[config.mk]
export PLATFORM = sky130hd
export DESIGN_NAME = exp_bit_scanner_flat
export DESIGN_NICKNAME = d
export VERILOG_FILES = /design/src/rtl/exp_bit_scanner_if.sv /design/src/rtl/exp_bit_scanner.sv /design/src/flat_wrapper.sv
export SDC_FILE = /design/constraint.sdc
export NUM_CORES = 1
export LEC_CHECK = 0
export BUFFER_PORTS_ARGS = -buffer_cell sky130_fd_sc_hd__buf_4
export CAP_MARGIN = 20
export CORE_MARGIN = 3
export CORE_UTILIZATION = 42
export CTS_BUF_LIST = sky130_fd_sc_hd__clkbuf_8 sky130_fd_sc_hd__clkbuf_16
export DETAILED_ROUTE_END_ITERATION = 16
export HOLD_SLACK_MARGIN = 0.03
export PLACE_DENSITY = 0.7
export SYNTH_ARGS = -nofsm -noshare
export SYNTH_HDL_FRONTEND = slang
export SYNTH_SLANG_ARGS = --single-unit
[constraint.sdc]
create_clock -name clk -period 3.7 [get_ports clk]
set_input_delay 0.555 -clock clk [delete_from_list [all_inputs] [get_ports clk]]
set_output_delay 0.555 -clock clk [all_outputs]
set_load 0.005 [all_outputs]
[src/rtl/exp_bit_scanner_if.sv]
// ---------------------------------------------------------------------------
// exp_bit_scanner_if
//
// Bundles the start/operand inputs and the bit stream handshake of the
// exponent bit scanner. clk and rst stay plain ports on the module.
//
// Signals:
//   md_start   start pulse (sampled by the scanner only while idle)
//   exp_in     operand to scan, captured with md_start
//   len_in     MSB index of exp_in; all-ones marks a zero operand
//   bit_out    current operand bit
//   bit_idx    index of the bit on bit_out
//   bit_last   bit_idx == 0 while bit_valid
//   bit_valid  bit_out is valid
//   bit_ready  consumer accepts bit_out when bit_valid && bit_ready
//   busy       scanner is streaming or finishing a run
//   md_end     single-cycle completion pulse
//
// Modports:
//   master  the sequencer side: drives start/operand and bit_ready
//   slave   the scanner itself
// ---------------------------------------------------------------------------
interface exp_bit_scanner_if #(
   parameter int WIDTH = 64,
   parameter int LEN_W = 8
) ();

   logic             md_start;
   logic [WIDTH-1:0] exp_in;
   logic [LEN_W-1:0] len_in;
   logic             bit_out;
   logic [LEN_W-1:0] bit_idx;
   logic             bit_last;
   logic             bit_valid;
   logic             bit_ready;
   logic             busy;
   logic             md_end;

   modport master (
      output md_start,
      output exp_in,
      output len_in,
      output bit_ready,
      input  bit_out,
      input  bit_idx,
      input  bit_last,
      input  bit_valid,
      input  busy,
      input  md_end
   );

   modport slave (
      input  md_start,
      input  exp_in,
      input  len_in,
      input  bit_ready,
      output bit_out,
      output bit_idx,
      output bit_last,
      output bit_valid,
      output busy,
      output md_end
   );

endinterface : exp_bit_scanner_if

[src/rtl/exp_bit_scanner.sv]
// ---------------------------------------------------------------------------
// exp_bit_scanner
//
// Captures a WIDTH-bit exponent on md_start and streams its bits, one per
// valid/ready handshake, from the MSB index down to bit 0. Feeds the
// square-and-multiply sequencer. A length of all-ones (zero operand) runs
// straight to completion without presenting any bit. Lengths at or beyond
// WIDTH are clamped to WIDTH-1.
//
// Ports:
//   clk   system clock, rising edge
//   rst   synchronous, active-high reset
//   bus   exp_bit_scanner_if.slave (start, operand, bit stream, status)
//
// Parameters:
//   WIDTH  operand width in bits
//   LEN_W  width of the length/index field; 2**LEN_W must exceed WIDTH so
//          that the all-ones code never collides with a real bit index
//
// All outputs come straight from flops, so there is no combinational path
// from bit_ready to bit_valid or bit_out.
// ---------------------------------------------------------------------------
module exp_bit_scanner #(
   parameter int WIDTH = 64,
   parameter int LEN_W = 8
) (
   input logic              clk,
   input logic              rst,
   exp_bit_scanner_if.slave bus
);

   // Bits needed to address one operand bit; idx is clamped below WIDTH so
   // the low IDX_W bits of the index are always a legal bit select.
   localparam int IDX_W = (WIDTH > 1) ? $clog2(WIDTH) : 1;

   localparam logic [LEN_W-1:0] LEN_WIDTH = LEN_W'(WIDTH);
   localparam logic [LEN_W-1:0] LEN_MAX   = LEN_W'(WIDTH - 1);

   typedef enum logic [1:0] {
      IDLE = 2'd0,
      SEND = 2'd1,
      DONE = 2'd2
   } state_t;

   state_t           state_q,     state_d;
   logic [WIDTH-1:0] operand_q,   operand_d;
   logic [LEN_W-1:0] idx_q,       idx_d;
   logic             bit_out_q,   bit_out_d;
   logic             bit_last_q,  bit_last_d;
   logic             bit_valid_q, bit_valid_d;
   logic             busy_q,      busy_d;
   logic             md_end_q,    md_end_d;

   logic             len_zero;
   logic [LEN_W-1:0] start_idx;
   logic             handshake;

   // All-ones length is the bit-length block's code for a zero operand.
   assign len_zero  = &bus.len_in;

   // Out-of-range (but not all-ones) lengths clamp to the top operand bit.
   assign start_idx = (bus.len_in >= LEN_WIDTH) ? LEN_MAX : bus.len_in;

   assign handshake = bit_valid_q & bus.bit_ready;

   // ------------------------------------------------------------------------
   // Next-state and next-output logic
   // ------------------------------------------------------------------------
   always_comb begin
      // NOTE: every variable gets a default before the case so that no path
      // leaves it unassigned; an unassigned path would infer a latch.
      state_d   = state_q;
      operand_d = operand_q;
      idx_d     = idx_q;

      unique case (state_q)
         IDLE: begin
            if (bus.md_start) begin
               operand_d = bus.exp_in;
               if (len_zero) begin
                  // Nothing to stream: finish immediately.
                  idx_d   = '0;
                  state_d = DONE;
               end else begin
                  idx_d   = start_idx;
                  state_d = SEND;
               end
            end
         end

         SEND: begin
            // md_start is not looked at here, so a start while busy cannot
            // disturb the operand or index of the run in flight.
            if (handshake) begin
               if (idx_q == '0) begin
                  state_d = DONE;
               end else begin
                  idx_d = idx_q - 1'b1;
               end
            end
         end

         DONE: begin
            // A start coinciding with md_end is dropped; only IDLE accepts.
            state_d = IDLE;
         end

         default: begin
            state_d = IDLE;
         end
      endcase

      // Outputs are decoded from the next state and registered, so they
      // line up with the state they describe.
      bit_valid_d = (state_d == SEND);
      bit_out_d   = bit_valid_d & operand_d[idx_d[IDX_W-1:0]];
      bit_last_d  = bit_valid_d & (idx_d == '0);
      busy_d      = (state_d != IDLE);
      md_end_d    = (state_d == DONE);
   end

   // ------------------------------------------------------------------------
   // State and output registers
   // ------------------------------------------------------------------------
   always_ff @(posedge clk) begin
      // NOTE: sequential state uses non-blocking assignments so every flop
      // samples the values from before this edge, independent of order.
      if (rst) begin
         state_q     <= IDLE;
         operand_q   <= '0;
         idx_q       <= '0;
         bit_out_q   <= 1'b0;
         bit_last_q  <= 1'b0;
         bit_valid_q <= 1'b0;
         busy_q      <= 1'b0;
         md_end_q    <= 1'b0;
      end else begin
         state_q     <= state_d;
         operand_q   <= operand_d;
         idx_q       <= idx_d;
         bit_out_q   <= bit_out_d;
         bit_last_q  <= bit_last_d;
         bit_valid_q <= bit_valid_d;
         busy_q      <= busy_d;
         md_end_q    <= md_end_d;
      end
   end

   assign bus.bit_out   = bit_out_q;
   assign bus.bit_idx   = idx_q;
   assign bus.bit_last  = bit_last_q;
   assign bus.bit_valid = bit_valid_q;
   assign bus.busy      = busy_q;
   assign bus.md_end    = md_end_q;

endmodule : exp_bit_scanner

[src/flat_wrapper.sv]
// flat-port wrapper written by rule: the top's interface ports become plain ports
module exp_bit_scanner_flat 
#(
   parameter int WIDTH = 64,
   parameter int LEN_W = 8
)
  (clk, rst, bus_md_start, bus_exp_in, bus_len_in, bus_bit_ready, bus_bit_out, bus_bit_idx, bus_bit_last, bus_bit_valid, bus_busy, bus_md_end);
  exp_bit_scanner_if #(.WIDTH(WIDTH), .LEN_W(LEN_W)) bus_i ();
  input logic clk;
  input logic rst;
  input wire logic [$bits(bus_i.md_start)-1:0] bus_md_start;
  input wire logic [$bits(bus_i.exp_in)-1:0] bus_exp_in;
  input wire logic [$bits(bus_i.len_in)-1:0] bus_len_in;
  input wire logic [$bits(bus_i.bit_ready)-1:0] bus_bit_ready;
  output wire logic [$bits(bus_i.bit_out)-1:0] bus_bit_out;
  output wire logic [$bits(bus_i.bit_idx)-1:0] bus_bit_idx;
  output wire logic [$bits(bus_i.bit_last)-1:0] bus_bit_last;
  output wire logic [$bits(bus_i.bit_valid)-1:0] bus_bit_valid;
  output wire logic [$bits(bus_i.busy)-1:0] bus_busy;
  output wire logic [$bits(bus_i.md_end)-1:0] bus_md_end;
  assign bus_i.md_start = bus_md_start;
  assign bus_i.exp_in = bus_exp_in;
  assign bus_i.len_in = bus_len_in;
  assign bus_i.bit_ready = bus_bit_ready;
  assign bus_bit_out = bus_i.bit_out;
  assign bus_bit_idx = bus_i.bit_idx;
  assign bus_bit_last = bus_i.bit_last;
  assign bus_bit_valid = bus_i.bit_valid;
  assign bus_busy = bus_i.busy;
  assign bus_md_end = bus_i.md_end;
  exp_bit_scanner #(.WIDTH(WIDTH), .LEN_W(LEN_W)) u_core (.clk(clk), .rst(rst), .bus(bus_i));
endmodule
==> results of run 1 <==
## path summary, 6_finish.rpt
path / end / slack [ns]
worst max-delay path: u_core.bus.bit_out / 0.49
worst min-delay path: u_core.operand_q[61] / 0.46
worst max register to register: u_core.bus.bit_out / 0.49
worst min register to register: u_core.operand_q[61] / 0.46
## registers in the layout (all words and copies together), names as in the netlist
signal,cells
u_core.bus.bit_idx,8
u_core.state_q,2
u_core.bus.bit_valid,1
u_core.operand_q,64
u_core.bus.bit_out,1
u_core.bus.bit_last,1
u_core.bus.busy,1
u_core.bus.md_end,1
## critical path, cell delays in order, from the launching register on
cell     delay, ns
dfxtp_1       0.41
nor4_2        0.44
a31oi_1       0.22
o22ai_1       0.42
or2_1         0.42
buf_4         0.32
mux2i_1       0.23
nand4_1       0.12
and4_1        0.24
a32oi_1       0.17
o41ai_1       0.10
## power breakdown
part | internal (mW) | total (mW) | switching (mW)
registers | 0.906 | 0.940 | 0.0343
clock network | 0.396 | 0.707 | 0.311
logic | 0.234 | 0.533 | 0.299
total | 1.54 | 2.18 | 0.644
## synthesized netlist by cell type (all sizes together), types with 3 or more instances
cell type / count / area, um^2
a211oi: 4 / 30.03
or2: 3 / 18.77
clkbuf: 18 / 67.56
buf: 17 / 95.09
nand4: 8 / 50.05
or3: 6 / 37.54
nand2: 140 / 528.0
dfxtp: 79 / 1582
a2bb2oi: 3 / 32.53
nor2: 24 / 90.09
nand3: 5 / 25.02
mux2i: 11 / 110.1
mux2: 4 / 48.79
a21oi: 100 / 508.0
nor3: 8 / 40.04
inv: 5 / 18.77
nor2b: 7 / 43.79
nor4: 11 / 75.07
mux4: 11 / 251.5
o21ai: 16 / 87.58
## per-stage QoR
step	instances	instance area [um^2]	power, mW
2_1_floorplan	521	4116	1.308
3_3_place_gp	711	4848	1.481
3_5_place_dp	711	4848	1.490
4_1_cts	727	5070	2.198
5_1_grt	727	5070	2.297
6_report	727	5070	2.180
## area by class of cell
cell class              count  area, um^2
fillers                   927        4302
multi-input cells         402        2354
flip-flops and latches     79        1582
repair buffers             96       733.2
well taps                 129       161.4
clock buffers              10       137.6
clock inverters             6       83.83
inverters                   5       18.77
## metal layers
metal / routed length, um / vias up
met1: 5091 / 1841
met3: 550 / 12
met4: 142 / 0
li1: - / 2008
met5: 0 / -
met2: 5087 / 108
## kinds of logic (layout without fill, tap and decap cells)
family | after synthesis | in the layout | synth area share, %
AND/OR/NAND/NOR | 226 | 226 | 25.02
AO/OA/AOI/OAI | 148 | 148 | 21.58
adder cells (fa/ha/maj) | 2 | 2 | 0.6078
multiplexers | 26 | 26 | 9.970
flip-flops | 79 | 79 | 38.42
buffers and inverters | 40 | 117 | 4.407
==> impl_metrics.csv, run 1 <==
group,metric,value,unit
floorplan,coreArea,9371,um^2
min_path,hold_class,"reg -> reg",
global_routing,use_met1,26.85,%
critical_path,cp-start-kind,"flip-flop",
logic_synthesis,synth_area,4116,um^2
job,cap_violations,0,
clocking,cts_max_path_buffers,2,
global_routing,top_usage_layer,"met2",
sta,setup_tns,0,ns
clocking,cts.clk_slew.worst_paths,0.08,ns
global_routing,overflow,0,
sta,slew_viol_final,0,
floorplan,rows,35,
sta,fin_hold_ws,0.4558,ns
global_routing,grt_pass1_wl,17.87,mm
detailed_routing,vias,3969,
clocking,cts_made_buffers,9,
final_layout,mostFrequentLayoutCell,"nand2_1",
global_routing,grtUsageMet2,30.57,%
final_layout,layout-drive-gt1-share,23.58,%
floorplan,die_h,105,um
sta,min_period,3.210,ns
final_layout,diodes,0,
min_path,hold-path-cell-count,2,
logic_synthesis,syn-num-nets,599,
sta,hold_viol,0,
critical_path,crit_fanout,20,
logic_synthesis,synth.distinct_cells,64,
global_routing,antenna_found_initial,0,
place,gp_congestion,0.8989,
critical_path,criticalPathCategory,"reg -> reg",
clocking,post-cts-setup-buffers,0,
clocking,clock_latency,0.35,ns
final_layout,final_cell_mix,"nand2_1, a21oi_1, buf_4",
clocking,postCtsResizedCells,0,
place,dp_worst_setup_slack,0.3148,ns
status,status,"completed",
clocking,htree_levels,3,
logic_synthesis,ys_ff_latch,79,
floorplan,start_util,43.93,%
detailed_routing,via_per_inst,5.459,
pwr,ir_drop,231.6,uV
sta,max_freq,311.5,MHz
critical_path,arrival,3.43,ns
sta,worstMarginPinSlew,0.8148,ns
detailed_routing,antenna_left,0,
critical_path,r2r_cells,10,
global_routing,grtUsageMet3,5.065,%
detailed_routing,drt-total-wl,10.87,mm
clocking,cts_tree,"built",
sta,fin_worst_skew,0.01136,ns
detailed_routing,dr.pass1.iters,4,
logic_synthesis,syn-instance-count,521,
sta,finalSetupViolations,0,
logic_synthesis,ys_warn_count,0,
critical_path,worstSetupStartpoint,"u_core.bus.bit_idx[3]",
detailed_routing,drcViolationCount,0,
detailed_routing,drtIter0Drc,277,
sta,fin_crit_sh,86.76,%
final_layout,fin_util,54.10,%
pwr,power_density,430.1,nW/um^2
logic_synthesis,synth-main-ff-cell,"dfxtp_1",
floorplan,die_w,105,um
global_routing,grt_max_degree,80,
clocking,cts_sinks,79,
floorplan,ios,89,
sta,setup_ws,0.4900,ns
pwr,leakage,1.973,nW
global_routing,grt_pass1_vias,3707,
logic_synthesis,ys_async_sr_fraction,0,%
place,hpwl,7.907,mm
detailed_routing,post_drt_wl_per_cell,14.95,um
final_layout,nets,671,
clocking,hold_buffers,0,
logic_synthesis,yosysSeqAreaShare,38.42,%
floorplan,die_area,11030,um^2
final_layout,areaGrowthSynthToFinish,23.16,%
critical_path,endpoint_kind,"flip-flop",
critical_path,required,3.92,ns
logic_synthesis,synth_edf_count,0,
critical_path,r2r-start,"u_core.bus.bit_idx[3]",
logic_synthesis,avgSynthCellArea,7.901,um^2
sta,relSlewSlack,45.68,%
sta,rsz0062_at_grt,"no",
global_routing,gr-usage-all-layers,19.50,%
clocking,cts_root_buffer,"clkbuf_8",
min_path,min-delay-start,"u_core.operand_q[61]",
place,portBuffers,88,
Note: power is estimated with default switching activity, not from simulation.
==> run 2: changes to the inputs <==
--- a/config.mk
+++ b/config.mk
@@ -5,6 +5,7 @@
 export SDC_FILE = /design/constraint.sdc
 export NUM_CORES = 1
 export LEC_CHECK = 0
+export ABC_AREA = 1
 export BUFFER_PORTS_ARGS = -buffer_cell sky130_fd_sc_hd__buf_4
 export CAP_MARGIN = 20
 export CORE_MARGIN = 3
==> run 2 against run 1 <==
Compared with the run above:
- synthesized area rose by 6.3%
- die area grew 5.9%
- clock-buffer cell count unchanged
- fmax increased by 15%
- first-iteration DRC count fell by 18%
- final cell count increased by 14%
- non-clock buffer count down 7
- total power rose by 4.8%
- sequential power grew 0.5%
- via count is 4.8% higher
- largest cell class unchanged
- largest power group unchanged
==> impl_metrics.csv, run 2 <==
group,metric,value,unit
clocking,cts_sinks,79,
job,cap_violations,0,
logic_synthesis,synth_area_leader_cell,"dfxtp_1",
final_layout,nets,769,
global_routing,grt_pass1_vias,3772,
logic_synthesis,synthMuxAreaShare,1.373,%
global_routing,grt_pass1_wl,18.06,mm
place,gp_congestion,0.9511,
sta,slew_viol_final,0,
sta,hold_viol,0,
global_routing,top_usage_layer,"met2",
place,postPlaceCellArea,4986,um^2
sta,min_period,2.782,ns
global_routing,gr-usage-all-layers,19.26,%
logic_synthesis,synth-xor-area-share,0.4003,%
floorplan,rows,36,
detailed_routing,drt-total-wl,11.07,mm
sta,setup_tns,0,ns
final_layout,seq_area,1582,um^2
detailed_routing,via_per_inst,5.024,
floorplan,coreArea,9955,um^2
logic_synthesis,synth_area,4375,um^2
logic_synthesis,synth.distinct_cells,36,
logic_synthesis,synthSimpleGateAreaFrac,34.72,%
final_layout,areaGrowthSynthToFinish,18.79,%
global_routing,antenna_found_initial,0,
global_routing,overflow,0,
final_layout,layout-drive-gt1-share,22.88,%
critical_path,criticalPathCategory,"reg -> reg",
final_layout,largest_reg_flops,64,
pwr,p_total,2.284,mW
logic_synthesis,ys_async_sr_fraction,0,%
critical_path,endpoint_kind,"flip-flop",
critical_path,regToRegSetupSlack,0.92,ns
logic_synthesis,synth.top_cell.area_share,36.15,%
logic_synthesis,ys_top_cells_by_count,"nand2_1, nor2_1, nand3_1",
global_routing,grt_max_degree,78,
min_path,min-delay-start,"u_core.operand_q[41]",
min_path,hold_end,"u_core.operand_q[41]",
min_path,hold_class,"reg -> reg",
logic_synthesis,ys_warn_count,0,
critical_path,arrival,3.04,ns
pwr,power_density,439.5,nW/um^2
detailed_routing,vias,4160,
global_routing,grtUsageMet3,3.403,%
critical_path,reg2reg_to,"u_core.bus.bit_out",
floorplan,start_util,43.95,%
sta,worstMarginPinSlew,0.7814,ns
clocking,postCtsResizedCells,0,
logic_synthesis,synth_fa_ha_area_share,0.5719,%
logic_synthesis,synth_most_common_cell,"nand2_1",
sta,fin_hold_ws,0.4738,ns
logic_synthesis,synth-main-ff-cell,"dfxtp_1",
final_layout,top_register,"u_core.operand_q",
sta,relSlewSlack,47.90,%
sta,rsz0062_at_grt,"no",
clocking,cts_made_buffers,9,
logic_synthesis,synth_edf_count,0,
floorplan,die_w,108.1,um
sta,finalSetupViolations,0,
clocking,hold_buffers,0,
place,hpwl,7.886,mm
clocking,clock_latency,0.35,ns
logic_synthesis,ys_ff_latch,79,
final_layout,final.fill_count,986,
critical_path,r2r_cells,16,
final_layout,final_cell_mix,"nand2_1, buf_4, nor2_1",
clocking,cts_max_path_buffers,2,
global_routing,use_met1,26.59,%
pwr,ir_drop,218.3,uV
floorplan,ios,89,
min_path,hold-path-cell-count,2,
detailed_routing,antenna_left,0,
clocking,cts.clk_slew.worst_paths,0.08,ns
clocking,htree_levels,3,
critical_path,cp-start-kind,"flip-flop",
clocking,cts_root_buffer,"clkbuf_8",
floorplan,die_h,108.1,um
logic_synthesis,yosysSeqAreaShare,36.15,%
sta,fin_crit_sh,75.18,%
floorplan,die_area,11680,um^2
detailed_routing,dr.pass1.iters,5,
final_layout,fin_util,52.21,%
place,portBuffers,88,
status,status,"completed",
sta,max_freq,359.5,MHz
logic_synthesis,synthTopCellsByArea,"dfxtp_1, nand3_1, o21a_1",
pwr,leakage,2.551,nW
critical_path,crit_fanout,41,
sta,fin_worst_skew,0.004799,ns
logic_synthesis,synth_compound_area_share,14.81,%
detailed_routing,drtIter0Drc,228,
detailed_routing,post_drt_wl_per_cell,13.37,um
logic_synthesis,synth_top_family_by_area,"simple AND/OR/NAND/NOR gates",
clocking,cts_tree,"built",
critical_path,required,3.95,ns
global_routing,grtUsageMet2,31.22,%
logic_synthesis,avgSynthCellArea,7.023,um^2
final_layout,fin_area,5197,um^2
detailed_routing,drcViolationCount,0,
clocking,post-cts-setup-buffers,0,
final_layout,multi_input_area,2270,um^2
final_layout,diodes,0,
critical_path,r2r-start,"u_core.bus.bit_idx[0]",
logic_synthesis,syn-instance-count,623,
logic_synthesis,syn-num-nets,701,
## run 2: changes by cell type after synthesis, moves of 14 or more
cell     previous run  this run
nor2_1             24        87
or2_1               2        16
a21oi_1            98        16
o21a_1              1        49
or2_2               1        34
nand2_1           139        89
nand3_1             5        83
inv_1               5        74
## run 2: logic make-up after synthesis
group                      Yosys count
xor gates and xnor gates             2
buffers and inverters              112
muxes                                6
AOI/OAI and AO/OA                   95
adders and majority gates            2
DFF                                 79
and+or+nand+nor                    327
## run 2: power by group
part | total (mW) | internal, mW | switching (mW)
Combinational | 0.644 | 0.274 | 0.371
Clock | 0.695 | 0.390 | 0.305
Sequential | 0.945 | 0.919 | 0.0264
Total | 2.28 | 1.58 | 0.702
## run 2: layer usage
layer	part of all wire [%]	routed length, um	up-vias
met5	0	0	-
met4	0.79	87	0
met3	5.7	631	6
met2	48	5270	119
met1	46	5083	1911
li1	-	-	2124
## run 2: final cells by class
cell class | count | area share [%]
Multi-Input combinational cell | 432 | 43.67
Sequential cell | 79 | 30.43
Timing Repair Buffer | 89 | 12.86
Inverter | 80 | 5.778
Tap cell | 133 | 3.202
Clock buffer | 10 | 2.648
Clock inverter | 5 | 1.420
## run 2: worst max-delay path by stage
| stage | startpoint | endpoint | slack [ns] |
|---|---|---|---|
| finish | u_core.bus.bit_idx[0] | u_core.bus.bit_out | 0.92 |
| global route | u_core.bus.bit_idx[0] | u_core.bus.bit_out | 0.58 |
| CTS | u_core.bus.bit_idx[0] | u_core.bus.bit_out | 0.92 |
| detailed placement | bus_len_in[0] | u_core.bus.bit_out | 0.82 |
| global placement | bus_len_in[0] | u_core.bus.bit_out | 0.98 |
| floorplan | u_core.bus.bit_idx[0] | u_core.bus.bit_out | 1.73 |
## run 2: metrics by stage
stage,instances,setup WS [ns]
final,828,0.9182
after global routing,828,0.5778
after CTS,828,0.9159
after detailed placement,813,0.8182
after global placement,813,0.9828
after floorplan,623,1.731
## run 2: critical path, stage by stage (launching register included)
cell and delay, ns:
dfxtp_1 0.44, inv_1 0.13, ha_1 0.22, nand2_1 0.13
nor2_4 0.06, o21ai_0 0.19, nand2_2 0.30, nand2_4 0.44
inv_1 0.17, nand2_1 0.09, nand3_1 0.07, nand3_1 0.09
nand3_1 0.09, nand2_1 0.08, nor2_1 0.04, nor2_1 0.09
nor2_1 0.05
==> run 3: changes to the inputs <==
--- a/config.mk
+++ b/config.mk
@@ -13,7 +13,7 @@
 export CTS_BUF_LIST = sky130_fd_sc_hd__clkbuf_8 sky130_fd_sc_hd__clkbuf_16
 export DETAILED_ROUTE_END_ITERATION = 16
 export HOLD_SLACK_MARGIN = 0.03
-export PLACE_DENSITY = 0.7
+export PLACE_DENSITY = 0.72
 export SYNTH_ARGS = -nofsm -noshare
 export SYNTH_HDL_FRONTEND = slang
 export SYNTH_SLANG_ARGS = --single-unit
==> constraint.sdc (replaced) <==
create_clock -name clk -period 2.4 [get_ports clk]
set_input_delay 0.36 -clock clk [delete_from_list [all_inputs] [get_ports clk]]
set_output_delay 0.36 -clock clk [all_outputs]
set_load 0.005 [all_outputs]
==> run 3 against run 2 <==
Compared with the run above:
- register-to-register slack worse by 0.70 ns
- setup slack worse by 0.70 ns
- non-clock buffer count is 12 higher
- final cell count is 1.6% higher
- total power is 64% higher
- fmax is 28% higher
- sequential share of layout area is 0.95 points lower
- via count is 1.2% higher
- die area stayed put
- clock skew hardly changed
- largest cell class unchanged
- largest power group unchanged
- highest routed layer unchanged
==> impl_metrics.csv, run 3 (synthesis gave the netlist of run 2 again) <==
group,metric,value,unit
global_routing,antenna_found_initial,0,
status,status,"completed",
place,placedCellCount,825,
floorplan,rows,36,
detailed_routing,via_per_inst,5.004,
critical_path,endpoint_kind,"flip-flop",
min_path,hold_class,"in -> reg",
sta,min_period,2.179,ns
global_routing,grt_pass1_vias,3878,
floorplan,coreArea,9955,um^2
pwr,p_total,3.735,mW
final_layout,diodes,0,
clocking,cts_sinks,79,
final_layout,layout-drive-gt1-share,24.58,%
global_routing,use_met1,25.91,%
global_routing,overflow,0,
place,hpwl,8.367,mm
sta,worstMarginPinSlew,0.4961,ns
detailed_routing,antenna_left,0,
detailed_routing,dr.pass1.iters,5,
global_routing,gr-usage-all-layers,19.44,%
critical_path,arrival,2.43,ns
detailed_routing,drt-total-wl,11.33,mm
detailed_routing,post_drt_wl_per_cell,13.47,um
final_layout,largest_reg_flops,64,
clocking,cts.clk_slew.worst_paths,0.08,ns
sta,slew_viol_final,0,
detailed_routing,drtIter0Drc,292,
sta,max_freq,459.0,MHz
clocking,htree_levels,3,
critical_path,required,2.65,ns
critical_path,crit_fanout,59,
job,cap_violations,0,
sta,hold_viol,0,
final_layout,areaGrowthSynthToFinish,22.62,%
critical_path,criticalPathCategory,"reg -> reg",
critical_path,regToRegSetupSlack,0.22,ns
global_routing,grt_pass1_wl,18.22,mm
clocking,cts_made_buffers,9,
sta,fin_worst_skew,0.005100,ns
sta,finalSetupViolations,0,
pwr,ir_drop,415.5,uV
global_routing,grtUsageMet2,32.68,%
clocking,cts_max_path_buffers,2,
pwr,leakage,2.633,nW
global_routing,grt_max_degree,60,
clocking,clock_latency,0.35,ns
final_layout,top_register,"u_core.operand_q",
clocking,cts_tree,"built",
pwr,power_density,696.2,nW/um^2
floorplan,start_util,43.95,%
place,gp_congestion,0.9073,
detailed_routing,drcViolationCount,0,
global_routing,grtUsageMet3,3.701,%
place,portBuffers,88,
global_routing,top_usage_layer,"met2",
sta,fin_crit_sh,90.78,%
floorplan,die_h,108.1,um
floorplan,ios,89,
final_layout,final_cell_mix,"buf_4, nand2_1, nor2_1",
floorplan,die_w,108.1,um
floorplan,die_area,11680,um^2
sta,relSlewSlack,66.93,%
detailed_routing,vias,4208,
final_layout,nets,781,
final_layout,fin_cells,841,
critical_path,cp-start-kind,"flip-flop",
final_layout,mostFrequentLayoutCell,"buf_4",
clocking,cts_root_buffer,"clkbuf_8",
[run 3: changes by cell type in the layout (fill, tap and decap cells not counted), moves of 2 or more]
cell,before,now
buf_4,89,99
buf_12,0,2
clkinv_2,2,0
clkinv_4,0,2
[run 3: path summary, 6_finish.rpt]
path                                            from                    to  cells after the start
worst max-delay path               u_core.state_q[1]    u_core.bus.bit_out                     15
worst min-delay path                   bus_exp_in[7]   u_core.operand_q[7]                      3
worst max register to register     u_core.state_q[1]    u_core.bus.bit_out                     15
worst min register to register  u_core.operand_q[49]  u_core.operand_q[49]                      2
[run 3: where the power goes]
part | internal, mW | total [mW] | switching [mW]
clock network | 0.727 | 1.24 | 0.512
registers | 1.42 | 1.45 | 0.0325
logic | 0.462 | 1.05 | 0.585
total | 2.61 | 3.74 | 1.13
[run 3: through the flow]
stage	setup TNS, ns	setup slack [ns]	hold slack, ns	instance area (um^2)	utilization, %
5_1_grt	-0.002921	-0.002921	0.2948	5365	53.90
3_3_place_gp	0	0.1748	0.4594	5101	51.24
2_1_floorplan	0	0.4305	0.4514	4375	-
6_report	0	0.2212	0.2754	5365	53.90
3_5_place_dp	0	0.1849	0.4670	5101	51.24
4_1_cts	0	0.2187	0.2666	5355	53.80
[run 3: metal layers]
layer / wire length, um / part of all wire [%]
met1: 5144 / 45
met2: 5401 / 48
met3: 686 / 6.1
met5: 0 / 0
met4: 93 / 0.82
[run 3: final cells by class]
class | count | area [um^2]
repair buffers | 101 | 783.3
flip-flops and latches | 79 | 1582
fillers | 987 | 4589
inverters | 80 | 300.3
well taps | 133 | 166.4
multi-input cells | 432 | 2280
clock inverters | 6 | 116.4
clock buffers | 10 | 137.6
[run 3: worst max-delay path: stages (launching register included)]
cell,delay [ns]
dfxtp_1,0.54
nor2_4,0.13
nand2_4,0.10
inv_2,0.04
buf_12,0.17
or2_2,0.29
o21ai_1,0.15
inv_1,0.08
nand2_1,0.08
nand3_1,0.07
nand3_1,0.08
nand3_1,0.08
nand2_1,0.06
nor2_1,0.04
nor2_1,0.10
nor2_1,0.05
[run 3: timing repair]
action                                  CTS  global route
buffers inserted                          0             0
hold buffers                              0             0
endpoints found under the setup margin    0             1
gates resized for setup                   0             2
